<file path="src/rtl/gf_mult_exp_seq_if.sv">
// gf_mult_exp_seq_if
// Handshake and operand bus for the sequential GF multiply/exponent unit.
//   start     request, taken only while the unit is not busy
//   op        00 int mult, 01 carry-less mult, 10 GF mult mod poly, 11 GF exp
//   a, b      operands (b is also the exponent in op 11)
//   poly      reduction polynomial without the implicit x^W term
//   busy      operation in flight
//   done      one-cycle pulse when out/mult_out are refreshed
//   out       low W bits of the result
//   mult_out  full 2W product (ops 00/01) or zero-extended field element
// The master drives requests, the slave is the arithmetic unit.
interface gf_mult_exp_seq_if #(
    parameter int DATA_WIDTH = 32
) ();
    logic                      start;
    logic [1:0]                op;
    logic [DATA_WIDTH-1:0]     a;
    logic [DATA_WIDTH-1:0]     b;
    logic [DATA_WIDTH-1:0]     poly;
    logic                      busy;
    logic                      done;
    logic [DATA_WIDTH-1:0]     out;
    logic [2*DATA_WIDTH-1:0]   mult_out;

    modport master (
        output start, op, a, b, poly,
        input  busy, done, out, mult_out
    );

    modport slave (
        input  start, op, a, b, poly,
        output busy, done, out, mult_out
    );
endinterface

</file>
<file path="src/rtl/gf_mult_exp_seq.sv">
// gf_mult_exp_seq
// Bit-serial integer / carry-less / GF(2^W) multiplier with constant-time
// GF(2^W) exponentiation (square-and-multiply) behind a start/busy/done
// handshake. One step of the shared multiplier core runs per clock.
//   clk   rising-edge clock for all state
//   rst   synchronous active-high reset, aborts any operation in flight
//   bus   gf_mult_exp_seq_if slave modport (start/op/a/b/poly in,
//         busy/done/out/mult_out out)
// Latency from the accepting edge: W+1 cycles for ops 00/01/10 and
// 2*W*EXP_WIDTH+1 cycles for op 11, independent of operand values.
module gf_mult_exp_seq #(
    parameter int DATA_WIDTH = 32,
    parameter int EXP_WIDTH  = DATA_WIDTH
) (
    input  logic clk,
    input  logic rst,
    gf_mult_exp_seq_if.slave bus
);

    localparam int W   = DATA_WIDTH;
    localparam int E   = EXP_WIDTH;
    localparam int CW  = $clog2(W) + 1;
    localparam int EIW = (E > 1) ? $clog2(E) : 1;

    localparam logic [1:0] OP_INT = 2'b00;
    localparam logic [1:0] OP_CL  = 2'b01;
    localparam logic [1:0] OP_GF  = 2'b10;
    localparam logic [1:0] OP_EXP = 2'b11;

    typedef enum logic [2:0] {
        IDLE,
        MUL,
        EXP_SQ,
        EXP_MUL,
        DONE
    } state_t;

    state_t state;
    state_t state_next;

    logic [1:0]       op_l;
    logic [W-1:0]     a_l;
    logic [E-1:0]     b_l;
    logic [W-1:0]     poly_l;
    logic [CW-1:0]    cnt;
    logic [EIW-1:0]   bit_idx;

    // acc holds the 2W integer/carry-less product or, in its low W bits, the
    // running GF remainder; x is the multiplicand, y the multiplier shifter.
    logic [2*W-1:0]   acc;
    logic [2*W-1:0]   x;
    logic [W-1:0]     y;
    logic [W-1:0]     r;

    logic [W-1:0]     out_r;
    logic [2*W-1:0]   mult_out_r;

    logic             can_accept;
    logic             phase_end;
    logic             count_end;
    logic             last_bit;
    logic             exp_bit;
    logic [2*W-1:0]   addend;
    logic [2*W-1:0]   int_step;
    logic [2*W-1:0]   cl_step;
    logic [W-1:0]     gf_shift;
    logic [W-1:0]     gf_step;
    logic [W-1:0]     r_sel;

    assign can_accept = (state == IDLE) || (state == DONE);
    assign phase_end  = (cnt == CW'(W - 1));
    assign count_end  = (cnt == CW'(W));
    assign last_bit   = (bit_idx == '0);
    assign exp_bit    = b_l[bit_idx];

    // One step of each multiplier flavour. The GF step shifts the remainder
    // left, folds the overflowing x^W term back in through poly, and then
    // adds the multiplicand when the current (MSB-first) multiplier bit is set.
    always_comb begin
        addend   = y[0] ? x : '0;
        int_step = acc + addend;
        cl_step  = acc ^ addend;
        gf_shift = acc[W-1:0] << 1;
        gf_step  = gf_shift ^ (acc[W-1] ? poly_l : '0) ^ (y[W-1] ? x[W-1:0] : '0);
        r_sel    = exp_bit ? gf_step : r;
    end

    // State register.
    always_ff @(posedge clk) begin
        if (rst) begin
            state <= IDLE;
        end else begin
            state <= state_next;
        end
    end

    // Next-state logic. The last exponent bit's multiply phase runs one extra
    // count so the final cycle only publishes the result, matching the
    // multiply ops' W+1 structure.
    always_comb begin
        state_next = state;
        unique case (state)
            IDLE, DONE: begin
                if (bus.start) begin
                    state_next = (bus.op == OP_EXP) ? EXP_SQ : MUL;
                end else begin
                    state_next = IDLE;
                end
            end
            MUL: begin
                if (count_end) begin
                    state_next = DONE;
                end
            end
            EXP_SQ: begin
                if (phase_end) begin
                    state_next = EXP_MUL;
                end
            end
            EXP_MUL: begin
                if (count_end) begin
                    state_next = DONE;
                end else if (phase_end && !last_bit) begin
                    state_next = EXP_SQ;
                end
            end
            default: state_next = IDLE;
        endcase
    end

    // Datapath. Every exponent bit pays for both the square and the multiply;
    // the multiply result is kept only when the exponent bit is set, so the
    // cycle count never depends on the exponent value.
    always_ff @(posedge clk) begin
        if (rst) begin
            op_l       <= '0;
            a_l        <= '0;
            b_l        <= '0;
            poly_l     <= '0;
            cnt        <= '0;
            bit_idx    <= '0;
            acc        <= '0;
            x          <= '0;
            y          <= '0;
            r          <= '0;
            out_r      <= '0;
            mult_out_r <= '0;
        end else begin
            unique case (state)
                IDLE, DONE: begin
                    if (can_accept && bus.start) begin
                        op_l    <= bus.op;
                        a_l     <= bus.a;
                        b_l     <= bus.b[E-1:0];
                        poly_l  <= bus.poly;
                        cnt     <= '0;
                        bit_idx <= EIW'(E - 1);
                        acc     <= '0;
                        if (bus.op == OP_EXP) begin
                            r <= W'(1);
                            x <= (2*W)'(1);
                            y <= W'(1);
                        end else begin
                            r <= '0;
                            x <= {{W{1'b0}}, bus.a};
                            y <= bus.b;
                        end
                    end
                end
                MUL: begin
                    if (count_end) begin
                        out_r <= acc[W-1:0];
                        if (op_l == OP_GF) begin
                            mult_out_r <= {{W{1'b0}}, acc[W-1:0]};
                        end else begin
                            mult_out_r <= acc;
                        end
                    end else begin
                        cnt <= cnt + CW'(1);
                        if (op_l == OP_INT) begin
                            acc <= int_step;
                            x   <= x << 1;
                            y   <= y >> 1;
                        end else if (op_l == OP_CL) begin
                            acc <= cl_step;
                            x   <= x << 1;
                            y   <= y >> 1;
                        end else begin
                            acc <= {{W{1'b0}}, gf_step};
                            y   <= y << 1;
                        end
                    end
                end
                EXP_SQ: begin
                    acc <= {{W{1'b0}}, gf_step};
                    y   <= y << 1;
                    cnt <= cnt + CW'(1);
                    if (phase_end) begin
                        r   <= gf_step;
                        acc <= '0;
                        x   <= {{W{1'b0}}, a_l};
                        y   <= gf_step;
                        cnt <= '0;
                    end
                end
                EXP_MUL: begin
                    if (count_end) begin
                        out_r      <= r;
                        mult_out_r <= {{W{1'b0}}, r};
                    end else begin
                        acc <= {{W{1'b0}}, gf_step};
                        y   <= y << 1;
                        cnt <= cnt + CW'(1);
                        if (phase_end) begin
                            r   <= r_sel;
                            acc <= '0;
                            x   <= {{W{1'b0}}, r_sel};
                            y   <= r_sel;
                            if (!last_bit) begin
                                cnt     <= '0;
                                bit_idx <= bit_idx - EIW'(1);
                            end
                        end
                    end
                end
                default: begin
                    cnt <= '0;
                end
            endcase
        end
    end

    assign bus.busy     = (state == MUL) || (state == EXP_SQ) || (state == EXP_MUL);
    assign bus.done     = (state == DONE);
    assign bus.out      = out_r;
    assign bus.mult_out = mult_out_r;

endmodule
</file>
<file path="src/flat_wrapper.sv">
// flat-port wrapper written by rule: the top's interface ports become plain ports
module gf_mult_exp_seq_flat 
#(
    parameter int DATA_WIDTH = 32,
    parameter int EXP_WIDTH  = DATA_WIDTH
)
  (clk, rst, bus_start, bus_op, bus_a, bus_b, bus_poly, bus_busy, bus_done, bus_out, bus_mult_out);
  gf_mult_exp_seq_if #(.DATA_WIDTH(DATA_WIDTH)) bus_i ();
  input  logic clk;
  input  logic rst;
  input wire logic [$bits(bus_i.start)-1:0] bus_start;
  input wire logic [$bits(bus_i.op)-1:0] bus_op;
  input wire logic [$bits(bus_i.a)-1:0] bus_a;
  input wire logic [$bits(bus_i.b)-1:0] bus_b;
  input wire logic [$bits(bus_i.poly)-1:0] bus_poly;
  output wire logic [$bits(bus_i.busy)-1:0] bus_busy;
  output wire logic [$bits(bus_i.done)-1:0] bus_done;
  output wire logic [$bits(bus_i.out)-1:0] bus_out;
  output wire logic [$bits(bus_i.mult_out)-1:0] bus_mult_out;
  assign bus_i.start = bus_start;
  assign bus_i.op = bus_op;
  assign bus_i.a = bus_a;
  assign bus_i.b = bus_b;
  assign bus_i.poly = bus_poly;
  assign bus_busy = bus_i.busy;
  assign bus_done = bus_i.done;
  assign bus_out = bus_i.out;
  assign bus_mult_out = bus_i.mult_out;
  gf_mult_exp_seq #(.DATA_WIDTH(DATA_WIDTH), .EXP_WIDTH(EXP_WIDTH)) u_core (.clk(clk), .rst(rst), .bus(bus_i));
endmodule
</file>
<file path="config.mk">
export PLATFORM = sky130hd
export DESIGN_NAME = gf_mult_exp_seq_flat
export DESIGN_NICKNAME = d
export VERILOG_FILES = /design/src/rtl/gf_mult_exp_seq_if.sv /design/src/rtl/gf_mult_exp_seq.sv /design/src/flat_wrapper.sv
export SDC_FILE = /design/constraint.sdc
export NUM_CORES = 1
export LEC_CHECK = 0
export ABC_AREA = 1
export CELL_PAD_IN_SITES_DETAIL_PLACEMENT = 2
export CELL_PAD_IN_SITES_GLOBAL_PLACEMENT = 2
export CORE_MARGIN = 2
export CORE_UTILIZATION = 29
export DETAILED_ROUTE_END_ITERATION = 8
export PLACE_DENSITY_LB_ADDON = 0.1
export SETUP_SLACK_MARGIN = 0.1
export SYNTH_ARGS = -nofsm -noshare
export SYNTH_HDL_FRONTEND = slang
export SYNTH_SLANG_ARGS = --single-unit
</file>
<file path="constraint.sdc">
create_clock -name clk -period 2.9 [get_ports clk]
set_clock_uncertainty 0.05 [all_clocks]
set_input_delay 0.435 -clock clk [delete_from_list [all_inputs] [get_ports clk]]
set_output_delay 0.435 -clock clk [all_outputs]
set_load 0.03 [all_outputs]
</file>
[After elaboration in Yosys (flattened, before gate mapping)]
Cells that the tools add are included.
Cells by class
  add/subtract/negate cells: 3
  magnitude comparators: 1
  equality and inequality tests: 19
  multiplexer cells: 63
  bitwise logic cells: 3
  reductions and logical operators: 22
Operators by type and width (count)
  $mux W64: 16
  $mux W32: 19
  $pmux W64 S4: 2
  $pmux W32 S4: 1
  $pmux W64 S2: 1
  $pmux W32 S3: 1
  $add A64 B64 Y64: 1
  $pmux W32 S2: 1
  $xor A32 B32 Y32: 2
  $xor A64 B64 Y64: 1
  $mux W6: 6
  $pmux W6 S4: 1
  $mux W5: 4
  $mux W3: 5
  $pmux W3 S4: 1
  $ne A2 B1 Y1 const B: 5
  $pmux W5 S2: 1
  $reduce_and A5 Y1: 2
  $reduce_and A3 Y1: 3
  $reduce_and A7 Y1: 1
  $add A6 B1 Y6 const B: 1
  $eq A3 B2 Y1 const B: 2
  $eq A6 B5 Y1 const B: 1
  $eq A6 B6 Y1 const B: 1
  23 further kinds: 32
Word-level totals
  register bits: 400
  input port bits: 101
  output and inout bits: 98
  word-level logic and storage cells: 124

[Depth between registers and ports, before layout]
Gate-level depths: netlist of run 1.
  word-level depth: 7
  gate-level depth with buffers: 22
  mapped depth without buffers: 20

[Worst setup path before layout of run 1]
Ideal clock, no wire load.
  kind: register to register
  from: register u_core.y[0]
  to: register u_core.acc[30]
  library setup time: 0.122 ns
  arrival time: 2.643 ns
  data required time: 2.728 ns
  setup slack: 0.086 ns
  stages on the path, launching flop included: 22
  buffers on the path: 2
  clock period less this slack: 2.814 ns
  cells stage by stage: dfxtp_1 -> clkbuf_1 -> clkbuf_1 -> nand2_1 -> inv_1 -> ha_1 -> inv_1 -> fa_1 -> inv_1 -> nand3_1 -> nand2_1 -> nand2_1 -> nand2_1 -> nand2_1 -> nand2_1 -> nand2_1 -> nand2_1 -> nand2_1 -> nand2_1 -> nor2_1 -> o21ai_0 -> a21oi_1
On the way
  longest elaborated chain between the ends: 6
  elaborated cells on any way between the ends: 7
  classes of those cells: 1 x add/sub; 5 x mux; 1 x bitwise
Ends and longest elaborated chain
  from (decl): line gf_mult_exp_seq.sv:52  | logic [W-1:0] y;
  from (signal assigned): line gf_mult_exp_seq.sv:166  | y <= bus.b;
  from (signal assigned): line gf_mult_exp_seq.sv:183  | y <= y >> 1;
  from (signal assigned): line gf_mult_exp_seq.sv:187  | y <= y >> 1;
  $mux W64 (*): line gf_mult_exp_seq.sv:80  | addend = y[0] ? x : '0;
  parallel branches: the longest is 2 deep, another holds $add A64 B64 Y64
  $mux W64 (*): line gf_mult_exp_seq.sv:180  | if (op_l == OP_INT) begin
  $mux W64 (*): line gf_mult_exp_seq.sv:171  | if (count_end) begin
  $pmux W64 S4 (*): line gf_mult_exp_seq.sv:149  | unique case (state)
  to (signal assigned): line gf_mult_exp_seq.sv:181  | acc <= int_step;
  to (signal assigned): line gf_mult_exp_seq.sv:185  | acc <= cl_step;
  to (signal assigned): line gf_mult_exp_seq.sv:189  | acc <= {{W{1'b0}}, gf_step};
  to (decl): line gf_mult_exp_seq.sv:50  | logic [2*W-1:0] acc;
Mark *: on every way between the ends. The select of a mux whose other input is x is not followed.
A chain may end at the register's enable or synchronous reset.

[Final worst setup path of run 1]
  from: register u_core.y[0]
  to: register u_core.acc[59]
Same word-level chain as after synthesis.

==> results by group, run 1 <==
Global route
  • Total global routing track utilization: 28.0%
  • Via count of the first global-routing pass: 28,800
  • First-pass GRT wire length: 183,000 um
  • Initial antenna violation count: 4
  • Maximum number of pins on one net before global-route repair: 190
  • Total global routing overflow: 0

Layout
  • Final core occ: 37.8%
  • Area used by multi-input combinational logic: 14,700 sq um
  • Number of fillers in the final layout: 9,959
  • Area overhead of the layout relative to synthesis: 29.2%
  • Post-route non-filler standard cell count: 5,307
  • Register area: 7380 sq um
  • Fraction of final layout cells with drive strength greater than 1: 14.7%
  • Layout Nets: 4,370

Place
  • Count of input and output buffers: 198
  • Total instance count after detailed placement: 5,210
  • Routability cong.: 0.894
  • HPWL after detailed placement: 93,400 um

Timing
  • Highest clock rate: 366 MHz
  • Max Transition Viols Final: 0
  • Slew at the pin closest to its max-slew limit: 1050 ps
  • Final Cycle Share: 94.2%
  • Final setup viols: 0
  • Slew Limit Headroom: 29.9%
  • Final count of hold timing violations: 0
  • Unrepaired setup endpoints after global routing: yes
  • Final period demand of the worst path: 2730 ps
  • Setup TNS: 0 ps

Run status
  • Outcome: finished clean

CTS
  • CTS clk-pin slew, worst paths: 60 ps
  • CTS buffer count: 48
  • Root buffer cell: clkbuf_16
  • CTS tree: done
  • Total clock sinks: 368
  • Insertion delay to the later sink of the worst-skew pair: 650 ps
  • Maximum root-to-sink buffer count: 3
  • Maximum level of the CTS H-tree: 2

Power and ir drop
  • Max IR drop VDD: 0.396 mV
  • P_leak: 13.8 nW
  • Power per unit of standard cell area: 550 nW/um^2

Setup path
  • Setup crit end: u_core.acc[59]$_SDFFE_PP0P_
  • Type of the worst setup path: flip-flop to flip-flop
  • Worst setup startpoint: u_core.y[0]$_SDFFE_PP0P_
  • Kind of capture point of the worst setup path: flip-flop
  • Critical R2R Launch: u_core.y[0]$_SDFFE_PP0P_
  • Worst setup slack for register-to-register paths: 170 ps
  • Capturing point of the worst reg2reg path: u_core.acc[59]$_SDFFE_PP0P_
  • Number of cells on the worst reg-to-reg path: 16
  • Required time of the worst setup path: 3290 ps
  • Worst-path fanout max: 21
  • Type of origin of the critical path: flip-flop
  • Crit path arrival time: 3120 ps

Drt
  • First-iteration detailed-routing DRC count: 1,864
  • Via Count: 27,800
  • Initial DRT Pass Iterations: 5
  • Average via count per standard cell: 5.24
  • Wire length per cell after detailed routing: 23.0 um
  • # DRC: 0
  • Post-route ant nets: 0
  • Final Routed Wirelength: 122,000 um

Synthesis
  • Syn. warnings: 0
  • Post-synthesis cell type count: 46
  • Cell type contributing the most total cell area after synthesis: dfxtp_1
  • Seq cells post-synth: 368
  • Area fraction of the dominant cell type after synthesis: 30.7%
  • Area contributors post-synth: dfxtp_1, nand2_1, inv_1, a21oi_1, nand3_1
  • Avg Cell Area, Syn: 6.08 sq um
  • Total nets after synthesis: 4,122
  • Most used flip-flop cell after synthesis: dfxtp_1
  • Part of the Yosys area used for sequential elements: 30.7%
  • Cell Area, Synth: 24,000 sq um
  • Cell count after synthesis: 3,954
  • Number of enable flip-flop cells after synthesis: 0
  • Synth async-reset ratio: 0%

Hold path
  • Worst min-delay path startpoint: rst
  • Hold/Removal Path Class: input pin to flip-flop

Floorplan
  • Effective utilization at floorplan: 29.3%
  • Site Rows: 105
  • Die width: 292 um
  • Chip Height: 292 um
  • Total core area: 82,100 sq um
  • Die Footprint: 85,200 sq um
  • Num ports: 199

Flow run
  • Reported max-cap violation count: 0
==> cell families (layout without fill, tap and decap cells) <==
logic type / count (synthesis) / after routing / share of synthesized area (%)
and+or+nand+nor: 1875 / 1875 / 31.5
AOI/OAI and AO/OA: 816 / 816 / 19.2
buffers and inverters: 759 / 1040 / 12.5
DFF: 368 / 368 / 30.7
xor gates and xnor gates: 69 / 69 / 2.51
adders and majority gates: 67 / 67 / 3.52
other: 0 / 2 / 0
==> Yosys cell counts, types with 2 or more instances <==
cell,instances
nand2_1,1178
inv_1,503
dfxtp_1,368
a21oi_1,354
nor2_1,343
nand3_1,277
o21ai_0,239
clkbuf_1,176
a31oi_1,99
ha_1,66
a221oi_1,38
or2_2,38
xor2_1,35
buf_4,34
xnor2_1,34
o2111ai_1,30
buf_2,24
o21bai_1,15
nor3_1,13
o211ai_1,10
buf_1,9
inv_2,7
nand4_1,7
a211oi_1,6
a22oi_1,6
clkinv_1,5
and3_1,4
o221ai_1,4
a21boi_0,3
nand2_2,3
nand3b_1,3
nor2_2,3
nor4_1,3
o22ai_1,3
a21o_1,2
o21ai_1,2
==> placed cells by master (no fill, tap or decap), types with 35 or more instances in the layout <==
cell             instances
dfxtp_1                362
clkdlybuf4s50_1        196
nor2_2                  56
buf_4                  218
nor2_1                 280
nand3_1                254
inv_1                  496
a31oi_1                 99
o21ai_0                218
or2_2                   38
a21oi_1                320
clkbuf_16               48
nand2_2                 61
xor2_1                  35
nand2_1               1110
a221oi_1                38
==> per-layer routing <==
| metal | wire length (um) | up-vias | global-route usage (%) | part of all wire [%] |
|---|---|---|---|---|
| met4 | 2310 | 0 | 5.58 | 1.9 |
| met5 | 0 | - | 0 | 0 |
| met2 | 54600 | 639 | 44.9 | 45 |
| met1 | 57500 | 13800 | 39.2 | 47 |
| li1 | - | 13200 | - | - |
| met3 | 7900 | 107 | 5.00 | 6.5 |
==> power by group <==
part	total, mW	internal [mW]	switching [mW]
clock	6.04	3.43	2.61
sequential	6.04	5.53	0.514
combinational	5.00	1.67	3.33
==> registers in the layout, indices dropped and copies added, names as in the netlist, 32 cells and up <==
register,count
u_core.a_l,32
u_core.b_l,32
u_core.r,32
u_core.x,64
u_core.poly_l,32
u_core.y,32
u_core.bus.mult_out,64
u_core.acc,64
==> how the worst min path moves through the flow <==
stage	end	slack, ps	depth (start not counted)
4_1_cts	u_core.bus.mult_out[28]$_SDFFE_PP0P_	230	4
5_1_grt	u_core.bus.mult_out[2]$_SDFFE_PP0P_	280	4
2_1_floorplan	u_core.b_l[0]$_SDFFE_PP0P_	380	2
6_report	u_core.b_l[0]$_SDFFE_PP0P_	250	4
3_3_place_gp	u_core.b_l[3]$_SDFFE_PP0P_	390	2
3_5_place_dp	u_core.b_l[15]$_SDFFE_PP0P_	400	2
==> area by class of cell <==
| cell class | instances | share of cell area [%] |
|---|---|---|
| inverters | 515 | 6.24 |
| well taps | 1070 | 4.31 |
| clock buffers | 72 | 4.51 |
| multi-input cells | 2827 | 47.4 |
| clock inverters | 11 | 0.476 |
| repair buffers | 442 | 13.3 |
| diodes | 2 | 0.0161 |
| flip-flops and latches | 368 | 23.8 |
==> worst max-delay path, cell delays in order (launching register included) <==
cell and delay, ps:
dfxtp_4 370, buf_12 160, nand2_1 70, inv_1 40, ha_1 310, a21oi_1 210, buf_4 150, inv_1 60
nor2_1 90, o21ai_0 100, buf_4 160, a21oi_1 140, nand3_2 170, nand3_1 150, nand3_1 100, nand3_1 90
a21oi_1 70
==> stage by stage <==
step | hold slack [ps] | worst slack [ps] | total power, mW | cell area [sq um]
2_1_floorplan | 379 | 166 | 8.63 | 24000
5_1_grt | 283 | -21.4 | 17.9 | 31000
4_1_cts | 228 | 73.6 | 17.1 | 30100
3_3_place_gp | 390 | 22.9 | 10.9 | 28400
3_5_place_dp | 396 | -84.5 | 11.0 | 28400
6_report | 253 | 167 | 17.1 | 31000
==> timing repair <==
action,in CTS,in global routing
setup endpoints to repair,39,54
resized for setup,52,250
hold buffers,0,0
buffers inserted,0,12
pin swaps,2,33
Note: power is estimated with default switching activity, not from simulation.
==> run 2, diff against run 1 <==
Clock period 2.9 ns to 2.5 ns, I/O delays scaled along.
==> run 2 against run 1 <==
The run now ends with negative setup slack left; non-clock buffer count is 306 higher; clock-buffer cell count is 2 higher; hold slack worse by 44 ps; sequential power up 15%; global-route usage is 2.4 points higher; setup slack worse by 590 ps; flip-flop and latch count unchanged; sequential share of layout area fell by 2.5 points; largest cell class unchanged.
==> results by group, run 2 (synthesis gave the netlist of run 1 again) <==
Drt
  • Final Routed Wirelength: 135,000 um (was 122,000 um)
  • First-iteration detailed-routing DRC count: 1,970 (was 1,864)
  • Initial DRT Pass Iterations: 5 (unchanged)
  • # DRC: 0 (unchanged)
  • Wire length per cell after detailed routing: 24.0 um (was 23.0 um)
  • Average via count per standard cell: 5.25 (was 5.24)
  • Via Count: 29,500 (was 27,800)
  • Post-route ant nets: 0 (unchanged)

Floorplan
  • Die width: 292 um (unchanged)
  • Site Rows: 105 (unchanged)
  • Die Footprint: 85,200 sq um (unchanged)
  • Chip Height: 292 um (unchanged)
  • Num ports: 199 (unchanged)
  • Total core area: 82,100 sq um (unchanged)
  • Effective utilization at floorplan: 29.3% (unchanged)

CTS
  • Total clock sinks: 368 (unchanged)
  • CTS clk-pin slew, worst paths: 60 ps (about the same)
  • Root buffer cell: clkbuf_16 (unchanged)
  • CTS buffer count: 48 (unchanged)
  • Maximum root-to-sink buffer count: 3 (unchanged)
  • CTS tree: done (unchanged)
  • Insertion delay to the later sink of the worst-skew pair: 640 ps (was 650 ps)
  • Maximum level of the CTS H-tree: 2 (unchanged)

Setup path
  • Largest stage delay, worst path: 340 ps (was 370 ps)
  • Most repeated library cell on the critical path: nand2_1
  • Cell with the largest stage delay on the worst path: dfxtp_2 (was dfxtp_4)
  • Number of buffers and inverters on the critical path: 5 (unchanged)
  • Type of origin of the critical path: flip-flop (unchanged)
  • Worst-path fanout max: 11 (was 21)
  • Type of the worst setup path: flip-flop to flip-flop (unchanged)
  • Crit path arrival time: 3410 ps (was 3120 ps)
  • Kind of capture point of the worst setup path: flip-flop (unchanged)
  • Worst path cell trace: buf_12, buf_16, buf_12, nand2_1, inv_2, ha_4, nand2_1, inv_2, nand2_2, nor2_1, nand3_2, nand2_4, nand2_2, nand2_1, nand2_1, nand2_1, nand3_1, a21oi_1 (was buf_12, nand2_1, inv_1, ha_1, a21oi_1, buf_4, inv_1, nor2_1, o21ai_0, buf_4, a21oi_1, nand3_2, nand3_1, nand3_1, nand3_1, a21oi_1)
  • Required time of the worst setup path: 2990 ps (was 3290 ps)
  • Category of cells accounting for the largest share of critical-path delay: simple AND/OR/NAND/NOR gates (unchanged)

Layout
  • Post-route non-filler standard cell count: 5,619 (was 5,307)
  • Layout Nets: 4,676 (was 4,370)
  • Finished layout cell area: 34,600 sq um (was 31,000 sq um)
  • Most common library cell in the layout ignoring fill and taps: nand2_1 (unchanged)
  • Area overhead of the layout relative to synthesis: 44.1% (was 29.2%)
  • Fraction of final layout cells with drive strength greater than 1: 24.3% (was 14.7%)
  • Number of fillers in the final layout: 9,770 (was 9,959)
  • Register area: 7370 sq um (was 7380 sq um)
  • Area used by multi-input combinational logic: 15,600 sq um (was 14,700 sq um)
  • Leading cell types in the layout, fill and taps excluded: nand2_1, buf_4, inv_1, dfxtp_1, a21oi_1 (was nand2_1, inv_1, dfxtp_1, a21oi_1, nor2_1)

Timing
  • Highest clock rate: 342 MHz (was 366 MHz)
  • Hold Worst Slack: 209 ps (was 253 ps)
  • Max Transition Viols Final: 0 (unchanged)
  • Slew at the pin closest to its max-slew limit: 1080 ps (was 1050 ps)
  • Unrepaired setup endpoints after global routing: yes (unchanged)
  • Final period demand of the worst path: 2920 ps (was 2730 ps)
  • Least setup slack across all paths after layout: -423 ps (was 167 ps)
  • Slew Limit Headroom: 28.3% (was 29.9%)
  • Final Cycle Share: 117% (was 94.2%)
  • Final setup viols: 54 (was 0)
  • Final count of hold timing violations: 0 (unchanged)

Power and ir drop
  • Clock network fraction of total power: 34.3% (was 35.4%)
  • Sequential Power Share: 33.4% (was 35.4%)
  • Internal power: 13.0 mW (was 10.6 mW)
  • Max IR drop VDD: 0.510 mV (was 0.396 mV)
  • P_leak: 15.5 nW (was 13.8 nW)
  • Share of total power consumed by net switching: 37.9% (was 37.8%)
  • Switch Pwr: 7.90 mW (was 6.46 mW)
  • Total Power Consumption: 20.9 mW (was 17.1 mW)
  • Combinational group share of total power: 32.3% (was 29.3%)
  • Power per unit of standard cell area: 602 nW/um^2 (was 550 nW/um^2)

Run status
  • Violations in the final reports: negative setup slack
  • Outcome: finished, violations left (was finished clean)

Global route
  • First-pass GRT wire length: 197,000 um (was 183,000 um)
  • Total global routing overflow: 0 (unchanged)
  • Maximum number of pins on one net before global-route repair: 190 (unchanged)
  • Total global routing track utilization: 30.3% (was 28.0%)
  • Initial antenna violation count: 5 (was 4)
  • Via count of the first global-routing pass: 31,300 (was 28,800)

Place
  • Count of input and output buffers: 198 (unchanged)
  • Dpl ws: -652 ps (was -84.5 ps)
  • Cell Area, Placed: 30,800 sq um (was 28,400 sq um)
  • Total instance count after detailed placement: 5,509 (was 5,210)
  • HPWL after detailed placement: 99,100 um (was 93,400 um)
  • Routability cong.: 0.938 (was 0.894)

Flow run
  • Reported max-cap violation count: 0 (unchanged)

Hold path
  • Hold/Removal Path Class: input pin to flip-flop (unchanged)
==> run 2: layer usage <==
metal | up-vias | routed length (um) | share of wire, % | GRT usage [%]
li1 | 13800 | - | - | -
met1 | 14800 | 61000 | 45 | 40.4
met2 | 692 | 61700 | 46 | 49.5
met3 | 177 | 7970 | 5.9 | 5.88
met4 | 0 | 4440 | 3.3 | 9.08
met5 | - | 0 | 0 | 0
==> run 2: worst paths after layout <==
kind | from | end | slack, ps | cells past startpoint
worst min register to register | u_core.b_l[26]$_SDFFE_PP0P_ | u_core.b_l[26]$_SDFFE_PP0P_ | 410 | 2
worst min-delay path | rst | u_core.bus.mult_out[17]$_SDFFE_PP0P_ | 210 | 4
worst max register to register | u_core.y[0]$_SDFFE_PP0P_ | u_core.acc[42]$_SDFFE_PP0P_ | -420 | 18
worst max-delay path | u_core.y[0]$_SDFFE_PP0P_ | u_core.acc[42]$_SDFFE_PP0P_ | -420 | 18
==> run 2: layout make-up <==
cell class | count | area share [%]
antenna | 2 | 0.0145
clock buffer | 74 | 4.01
clock inverter | 15 | 0.510
inverter | 515 | 5.64
multi-input combinational | 2827 | 45.2
sequential | 368 | 21.3
tap | 1070 | 3.87
timing repair buffer | 748 | 19.5
==> run 2: repair_timing <==
action	in CTS	in global routing
gates resized for setup	318	214
hold buffers	0	0
cloned	1	0
setup buffers	12	6
setup endpoints to repair	101	163
endpoints found under the hold margin	0	0
pin swaps	32	45
==> run 2: power groups by stage <==
stage	registers (mW)	clock network, mW	logic, mW
floorplan	6.81	0	3.21
global placement	7.00	0	6.11
detailed placement	7.02	0	6.25
CTS	6.93	7.32	6.53
global route	7.01	7.54	7.26
finish	6.97	7.15	6.73
==> run 2: per-stage QoR <==
step	utilization, %	TNS, ps
CTS	41.2	-9940
floorplan	-	0
global route	42.2	-21880
global placement	37.6	-18360
finish	42.2	-13890
detailed placement	37.6	-22760
==> run 2: tightest hold or removal path: cells and delay by family <==
kind / cells / cell delay (ps)
AOI/OAI and AO/OA: 2 / 190
buffers and inverters: 2 / 240
